`config.mk`:
```
export PLATFORM = sky130hd
export DESIGN_NAME = convertidor_bin_bcd_flat
export DESIGN_NICKNAME = d
export VERILOG_FILES = /design/src/rtl/convertidor_bin_bcd_pkg.sv /design/src/rtl/convertidor_bin_bcd_if.sv /design/src/rtl/convertidor_bin_bcd_ajuste.sv /design/src/rtl/convertidor_bin_bcd.sv /design/src/flat_wrapper.sv
export SDC_FILE = /design/constraint.sdc
export NUM_CORES = 1
export LEC_CHECK = 0
export ABC_AREA = 1
export CAP_MARGIN = 10
export CORE_AREA = 3 3 98 100
export DETAILED_ROUTE_END_ITERATION = 7
export DIE_AREA = 0 0 101 103
export PLACE_DENSITY_LB_ADDON = 0.12
export SETUP_SLACK_MARGIN = 0.1
export SLEW_MARGIN = 10
export SYNTH_ARGS = -nofsm -noshare
export SYNTH_HDL_FRONTEND = slang
export SYNTH_SLANG_ARGS = --single-unit
```
`constraint.sdc`:
```
create_clock -name i_Clk -period 1.8 [get_ports i_Clk]
set_input_delay 0.54 -clock i_Clk [delete_from_list [all_inputs] [get_ports i_Clk]]
set_output_delay 0.54 -clock i_Clk [all_outputs]
set_load 0.005 [all_outputs]
```
`src/rtl/convertidor_bin_bcd_pkg.sv`:
```
// Shared constants and state encoding for the display path
// (binary-to-BCD converter feeding the 7-segment controller).
package paquete_display;
  localparam int ANCHO_BIN   = 14;
  localparam int NUM_DIGITOS = 4;
  localparam int ANCHO_BCD   = 4 * NUM_DIGITOS;
  localparam int ANCHO_REG   = ANCHO_BCD + ANCHO_BIN;
  localparam logic [ANCHO_BIN-1:0] VALOR_MAX = 14'd9999;

  typedef enum logic [1:0] {
    REPOSO   = 2'd0,
    DESPLAZA = 2'd1,
    LISTO    = 2'd2
  } estado_t;

  // Clamp to the largest value four decimal digits can show
  function automatic logic [ANCHO_BIN-1:0] saturar(input logic [ANCHO_BIN-1:0] v,
                                                   input logic [ANCHO_BIN-1:0] lim);
    return (v > lim) ? lim : v;
  endfunction
endpackage

```
`src/rtl/convertidor_bin_bcd_if.sv`:
```
// Request/result bundle between a producer of binary values and the
// converter; the digit outputs go straight to the display controller.
interface convertidor_bin_bcd_if;
  import paquete_display::*;
  logic                 i_Start;
  logic [ANCHO_BIN-1:0] i_Binario;
  logic                 o_Ocupado;
  logic                 o_Listo;
  logic                 o_Desborde;
  logic [3:0]           o_Datos_1;
  logic [3:0]           o_Datos_2;
  logic [3:0]           o_Datos_3;
  logic [3:0]           o_Datos_4;

  modport master (
    output i_Start, i_Binario,
    input  o_Ocupado, o_Listo, o_Desborde,
           o_Datos_1, o_Datos_2, o_Datos_3, o_Datos_4
  );

  modport slave (
    input  i_Start, i_Binario,
    output o_Ocupado, o_Listo, o_Desborde,
           o_Datos_1, o_Datos_2, o_Datos_3, o_Datos_4
  );
endinterface

```
`src/rtl/convertidor_bin_bcd_ajuste.sv`:
```
// Double-dabble digit correction: a nibble >= 5 gets +3 so the next
// left shift carries correctly into the following decimal digit.
module ajuste_bcd_nibble (
  input  logic [3:0] i_Nibble,
  output logic [3:0] o_Nibble
);
  assign o_Nibble = (i_Nibble >= 4'd5) ? i_Nibble + 4'd3 : i_Nibble;
endmodule

```
`src/rtl/convertidor_bin_bcd.sv`:
```
// Sequential binary-to-BCD converter, one shift-add-3 iteration per clock.
// Digits are only updated when a conversion completes.
module convertidor_bin_bcd
  import paquete_display::*;
#(
  parameter int                   P_ANCHO_BIN = ANCHO_BIN,
  parameter logic [ANCHO_BIN-1:0] P_VALOR_MAX = VALOR_MAX
) (
  input  logic                   i_Clk,
  input  logic                   i_Rst,
  convertidor_bin_bcd_if.slave   bus
);
  localparam logic [3:0] ULTIMA = 4'(P_ANCHO_BIN - 1);

  estado_t                estado, estado_sig;
  logic [3:0]             cnt;
  logic [ANCHO_REG-1:0]   sr;
  logic [ANCHO_REG-1:0]   sr_aj;
  logic [ANCHO_REG-1:0]   sr_desp;
  logic [ANCHO_BCD-1:0]   bcd_aj;
  logic [ANCHO_BCD-1:0]   digitos;
  logic                   desborde;
  logic                   carga, desplaza, fin;

  // Nibbles are corrected independently, then the whole register shifts
  for (genvar g = 0; g < NUM_DIGITOS; g++) begin : g_nib
    ajuste_bcd_nibble u_aj (
      .i_Nibble (sr[ANCHO_BIN + 4*g +: 4]),
      .o_Nibble (bcd_aj[4*g +: 4])
    );
  end

  assign sr_aj   = {bcd_aj, sr[ANCHO_BIN-1:0]};
  assign sr_desp = sr_aj << 1;

  always_ff @(posedge i_Clk or posedge i_Rst) begin
    if (i_Rst) estado <= REPOSO;
    else       estado <= estado_sig;
  end

  always_comb begin
    estado_sig = estado;
    carga      = 1'b0;
    desplaza   = 1'b0;
    fin        = 1'b0;
    case (estado)
      REPOSO: begin
        if (bus.i_Start) begin
          estado_sig = DESPLAZA;
          carga      = 1'b1;
        end
      end
      DESPLAZA: begin
        desplaza = 1'b1;
        if (cnt == ULTIMA) begin
          estado_sig = LISTO;
          fin        = 1'b1;
        end
      end
      LISTO: begin
        if (bus.i_Start) begin
          estado_sig = DESPLAZA;
          carga      = 1'b1;
        end else begin
          estado_sig = REPOSO;
        end
      end
      default: estado_sig = REPOSO;
    endcase
  end

  always_ff @(posedge i_Clk or posedge i_Rst) begin
    if (i_Rst) begin
      sr       <= '0;
      cnt      <= '0;
      desborde <= 1'b0;
      digitos  <= '0;
    end else if (carga) begin
      sr       <= {{ANCHO_BCD{1'b0}}, saturar(bus.i_Binario, P_VALOR_MAX)};
      cnt      <= '0;
      desborde <= (bus.i_Binario > P_VALOR_MAX);
    end else if (desplaza) begin
      sr  <= sr_desp;
      cnt <= cnt + 4'd1;
      // The last shift's BCD field is the final result
      if (fin) digitos <= sr_desp[ANCHO_REG-1 -: ANCHO_BCD];
    end
  end

  assign bus.o_Ocupado  = (estado == DESPLAZA);
  assign bus.o_Listo    = (estado == LISTO);
  assign bus.o_Desborde = desborde;
  assign bus.o_Datos_1  = digitos[15:12];
  assign bus.o_Datos_2  = digitos[11:8];
  assign bus.o_Datos_3  = digitos[7:4];
  assign bus.o_Datos_4  = digitos[3:0];
endmodule

```
`src/flat_wrapper.sv`:
```
// flat-port wrapper written by rule: the top's interface ports become plain ports
module convertidor_bin_bcd_flat import paquete_display::*;
#(
  parameter int                   P_ANCHO_BIN = ANCHO_BIN,
  parameter logic [ANCHO_BIN-1:0] P_VALOR_MAX = VALOR_MAX
)
  (i_Clk, i_Rst, bus_i_Start, bus_i_Binario, bus_o_Ocupado, bus_o_Listo, bus_o_Desborde, bus_o_Datos_1, bus_o_Datos_2, bus_o_Datos_3, bus_o_Datos_4);
  convertidor_bin_bcd_if bus_i ();
  input  logic i_Clk;
  input  logic i_Rst;
  input wire logic [$bits(bus_i.i_Start)-1:0] bus_i_Start;
  input wire logic [$bits(bus_i.i_Binario)-1:0] bus_i_Binario;
  output wire logic [$bits(bus_i.o_Ocupado)-1:0] bus_o_Ocupado;
  output wire logic [$bits(bus_i.o_Listo)-1:0] bus_o_Listo;
  output wire logic [$bits(bus_i.o_Desborde)-1:0] bus_o_Desborde;
  output wire logic [$bits(bus_i.o_Datos_1)-1:0] bus_o_Datos_1;
  output wire logic [$bits(bus_i.o_Datos_2)-1:0] bus_o_Datos_2;
  output wire logic [$bits(bus_i.o_Datos_3)-1:0] bus_o_Datos_3;
  output wire logic [$bits(bus_i.o_Datos_4)-1:0] bus_o_Datos_4;
  assign bus_i.i_Start = bus_i_Start;
  assign bus_i.i_Binario = bus_i_Binario;
  assign bus_o_Ocupado = bus_i.o_Ocupado;
  assign bus_o_Listo = bus_i.o_Listo;
  assign bus_o_Desborde = bus_i.o_Desborde;
  assign bus_o_Datos_1 = bus_i.o_Datos_1;
  assign bus_o_Datos_2 = bus_i.o_Datos_2;
  assign bus_o_Datos_3 = bus_i.o_Datos_3;
  assign bus_o_Datos_4 = bus_i.o_Datos_4;
  convertidor_bin_bcd #(.P_ANCHO_BIN(P_ANCHO_BIN), .P_VALOR_MAX(P_VALOR_MAX)) u_core (.i_Clk(i_Clk), .i_Rst(i_Rst), .bus(bus_i));
endmodule
```
==> results.sh <==
export IMPL_cts_tree="built"
export IMPL_viasPerCell=4.47
export IMPL_final_cell_mix="nand2_1, dfrtp_1, inv_1, nor2_1, o21ai_0"
export IMPL_synth_cells=299
export IMPL_area_growth_pct=26.7
export IMPL_arrival_ns=1.08
export IMPL_post_route_util=0.377
export IMPL_p_leak_nw=1.62
export IMPL_fin_skew_ns=0.0132
export IMPL_p_clk_frac=0.167
export IMPL_hold_class="reg2reg"
export IMPL_dr_pass1_iters=4
export IMPL_critical_path_class="reg2out"
export IMPL_place_port_buffers=35
export IMPL_grt_pass1_vias=2075
export IMPL_dpl_instance_area_mm2=0.00312
export IMPL_r2r_cells=7
export IMPL_ys_ff_latch=53
export IMPL_clkLatencyLatePin_ns=0.30
export IMPL_hold_violations=0
export IMPL_seq_power_share=0.365
export IMPL_dp_hpwl_um=3900
export IMPL_stdcell_area_mm2=0.00331
export IMPL_synth_top_cells_by_area="dfrtp_1, nand2_1, ha_1"
export IMPL_netlist_area_leader_share=0.508
export IMPL_place_gp_congestion=0.732
export IMPL_whs_ns=0.476
export IMPL_p_per_area_mw_per_mm2=1740
export IMPL_p_comb_frac=0.468
export IMPL_drt_total_wl_um=5710
export IMPL_fin_crit_ns=1.62
export IMPL_die_w_um=101
export IMPL_nets=379
export IMPL_antenna_found_initial=0
export IMPL_p_switching_mw=2.27
export IMPL_hold_start="u_core.digitos[0]$_DFFE_PP0P_"
export IMPL_rsz0062_at_grt="no"
export IMPL_drtAntennaViolNets=0
export IMPL_yosys_warnings=0
export IMPL_clock_fmax_mhz=616
export IMPL_start_kind="flip-flop"
export IMPL_clockBufferDepth=2
export IMPL_grt_start_max_net_pins=54
export IMPL_numClockSinks=53
export IMPL_min_period_over_period=0.902
export IMPL_worstSetupEndpointType="output pin"
export IMPL_drc_errors=0
export IMPL_std_cell_rows=34
export IMPL_switching_share=0.394
export IMPL_ctsHoldBuffers=0
export IMPL_overflow=0
export IMPL_rr_endpoint="u_core.sr[16]$_DFFE_PP0P_"
export IMPL_start_util=0.298
export IMPL_htree_levels=2
export IMPL_holdPathEnd="u_core.digitos[0]$_DFFE_PP0P_"
export IMPL_synth_area_per_cell_um2=8.72
export IMPL_root_buffer="clkbuf_8"
export IMPL_setup_viol=0
export IMPL_reg2reg_slack_ns=0.30
export IMPL_grt_use_total=0.116
export IMPL_crit_fanout=3
export IMPL_dr_total_vias=2061
export IMPL_wl_per_cell_um=12.4
export IMPL_numCtsBuffers=5
export IMPL_multi_input_area_mm2=0.00107
export IMPL_irDropWorstVdd_mv=0.633
export IMPL_rr_startpoint="u_core.sr[14]$_DFFE_PP0P_"
export IMPL_fillCellCount=951
export IMPL_fin_tns_setup_ns=0
export IMPL_ys_seq_area_frac=0.508
export IMPL_die_h_um=103
export IMPL_num_antenna_cells=0
export IMPL_netlist_cell_type_count=25
export IMPL_seqCellArea_mm2=0.00133
export IMPL_grt_pass1_wl_um=9570
export IMPL_syn_nets=326
export IMPL_io_pins=36
export IMPL_path_clk_slew_ns=0.11
export IMPL_tightest_slew_ns=0.333
export IMPL_relSlewSlack=0.776
export IMPL_dieArea_mm2=0.0104
export IMPL_p_int_mw=3.49
export IMPL_drive_gt1_frac=0.127
export IMPL_syn_area_mm2=0.00261
export IMPL_finalPower_mw=5.75
export IMPL_whs_path_depth=2
export IMPL_slew_viol_final=0
export IMPL_synth_top_area_cell="dfrtp_1"
export IMPL_layout_commonest_cell="nand2_1"
export IMPL_drtIter0Drc=63
export IMPL_core_area_mm2=0.00876
export IMPL_critPathRequiredTime_ns=1.26
export IMPL_outcome="finished, final reports clean"
export IMPL_drv_cap=0
[layer usage]
| layer | track usage | share of wire | vias up |
|---|---|---|---|
| li1 | - | - | 1069 |
| met1 | 0.146 | 0.47 | 948 |
| met2 | 0.199 | 0.48 | 40 |
| met3 | 0.0257 | 0.042 | 4 |
| met4 | 0.0378 | 0.012 | 0 |
| met5 | 0 | 0 | - |
[Yosys cell counts, drive strengths merged]
cell type,n
xor2,7
o221ai,2
inv,33
nor2,26
nand3b,5
o211ai,1
buf,10
a21oi,8
clkinv,1
ha,10
dfrtp,53
o22ai,11
nand2,83
nand3,13
o21ai,36
[worst max path at each step]
stage                                            start  depth (start not counted)  slack [ns]                         to
after floorplan                            bus_i_Start                          8        0.46  u_core.sr[13]$_DFFE_PP0P_
after global placement                bus_i_Binario[6]                          9       -0.17  u_core.sr[10]$_DFFE_PP0P_
after detailed placement              bus_i_Binario[6]                          9       -0.12  u_core.sr[10]$_DFFE_PP0P_
after CTS                 u_core.estado[0]$_DFFE_PP0P_                          3        0.15              bus_o_Ocupado
after global routing      u_core.estado[0]$_DFFE_PP0P_                          3        0.11              bus_o_Ocupado
final                     u_core.estado[0]$_DFFE_PP0P_                          3        0.18              bus_o_Ocupado
[final cells by class]
class / count / share of cell area
Sequential cell: 53 / 0.402
Multi-Input combinational cell: 202 / 0.325
Timing Repair Buffer: 56 / 0.151
Inverter: 34 / 0.0413
Tap cell: 108 / 0.0409
Clock buffer: 5 / 0.0208
Clock inverter: 3 / 0.0197
[through the flow]
step           setup WS, ns  instances
4_1_cts               0.148        461
2_1_floorplan         0.460        299
6_report              0.177        461
3_3_place_gp         -0.168        444
5_1_grt               0.114        461
3_5_place_dp         -0.121        444
[worst max-delay path, cell delays in order (launching register included)]
cell             delay, ns
dfrtp_2               0.44
nand2_4               0.07
clkinv_1              0.07
clkdlybuf4s15_1       0.20
[logic make-up after synthesis]
family,after synthesis,share of synthesized area
simple gates,127,0.211
compound gates,58,0.129
flops,53,0.508
buf+inv,44,0.0806
fa+ha+maj,10,0.0480
xor+xnor,7,0.0235
[power by group through the flow]
stage	combinational, mW	clock (mW)	sequential [mW]
2_1_floorplan	1.85	0	2.09
3_3_place_gp	2.69	0	2.14
3_5_place_dp	2.75	0	2.14
4_1_cts	2.76	0.998	2.11
5_1_grt	3.12	1.03	2.18
6_report	2.69	0.962	2.10
[state kept, by name, indices dropped and copies added, names as in the netlist]
signal / cells
u_core.sr: 30
u_core.estado: 2
u_core.bus.o_Desborde: 1
u_core.digitos: 16
u_core.cnt: 4
[repair_timing]
action / in CTS / in global routing
pin swaps: 0 / 0
gates resized for setup: 22 / 1
setup endpoints to repair: 19 / 4
setup buffers: 9 / 0
Power figures use the tool's default switching activity.
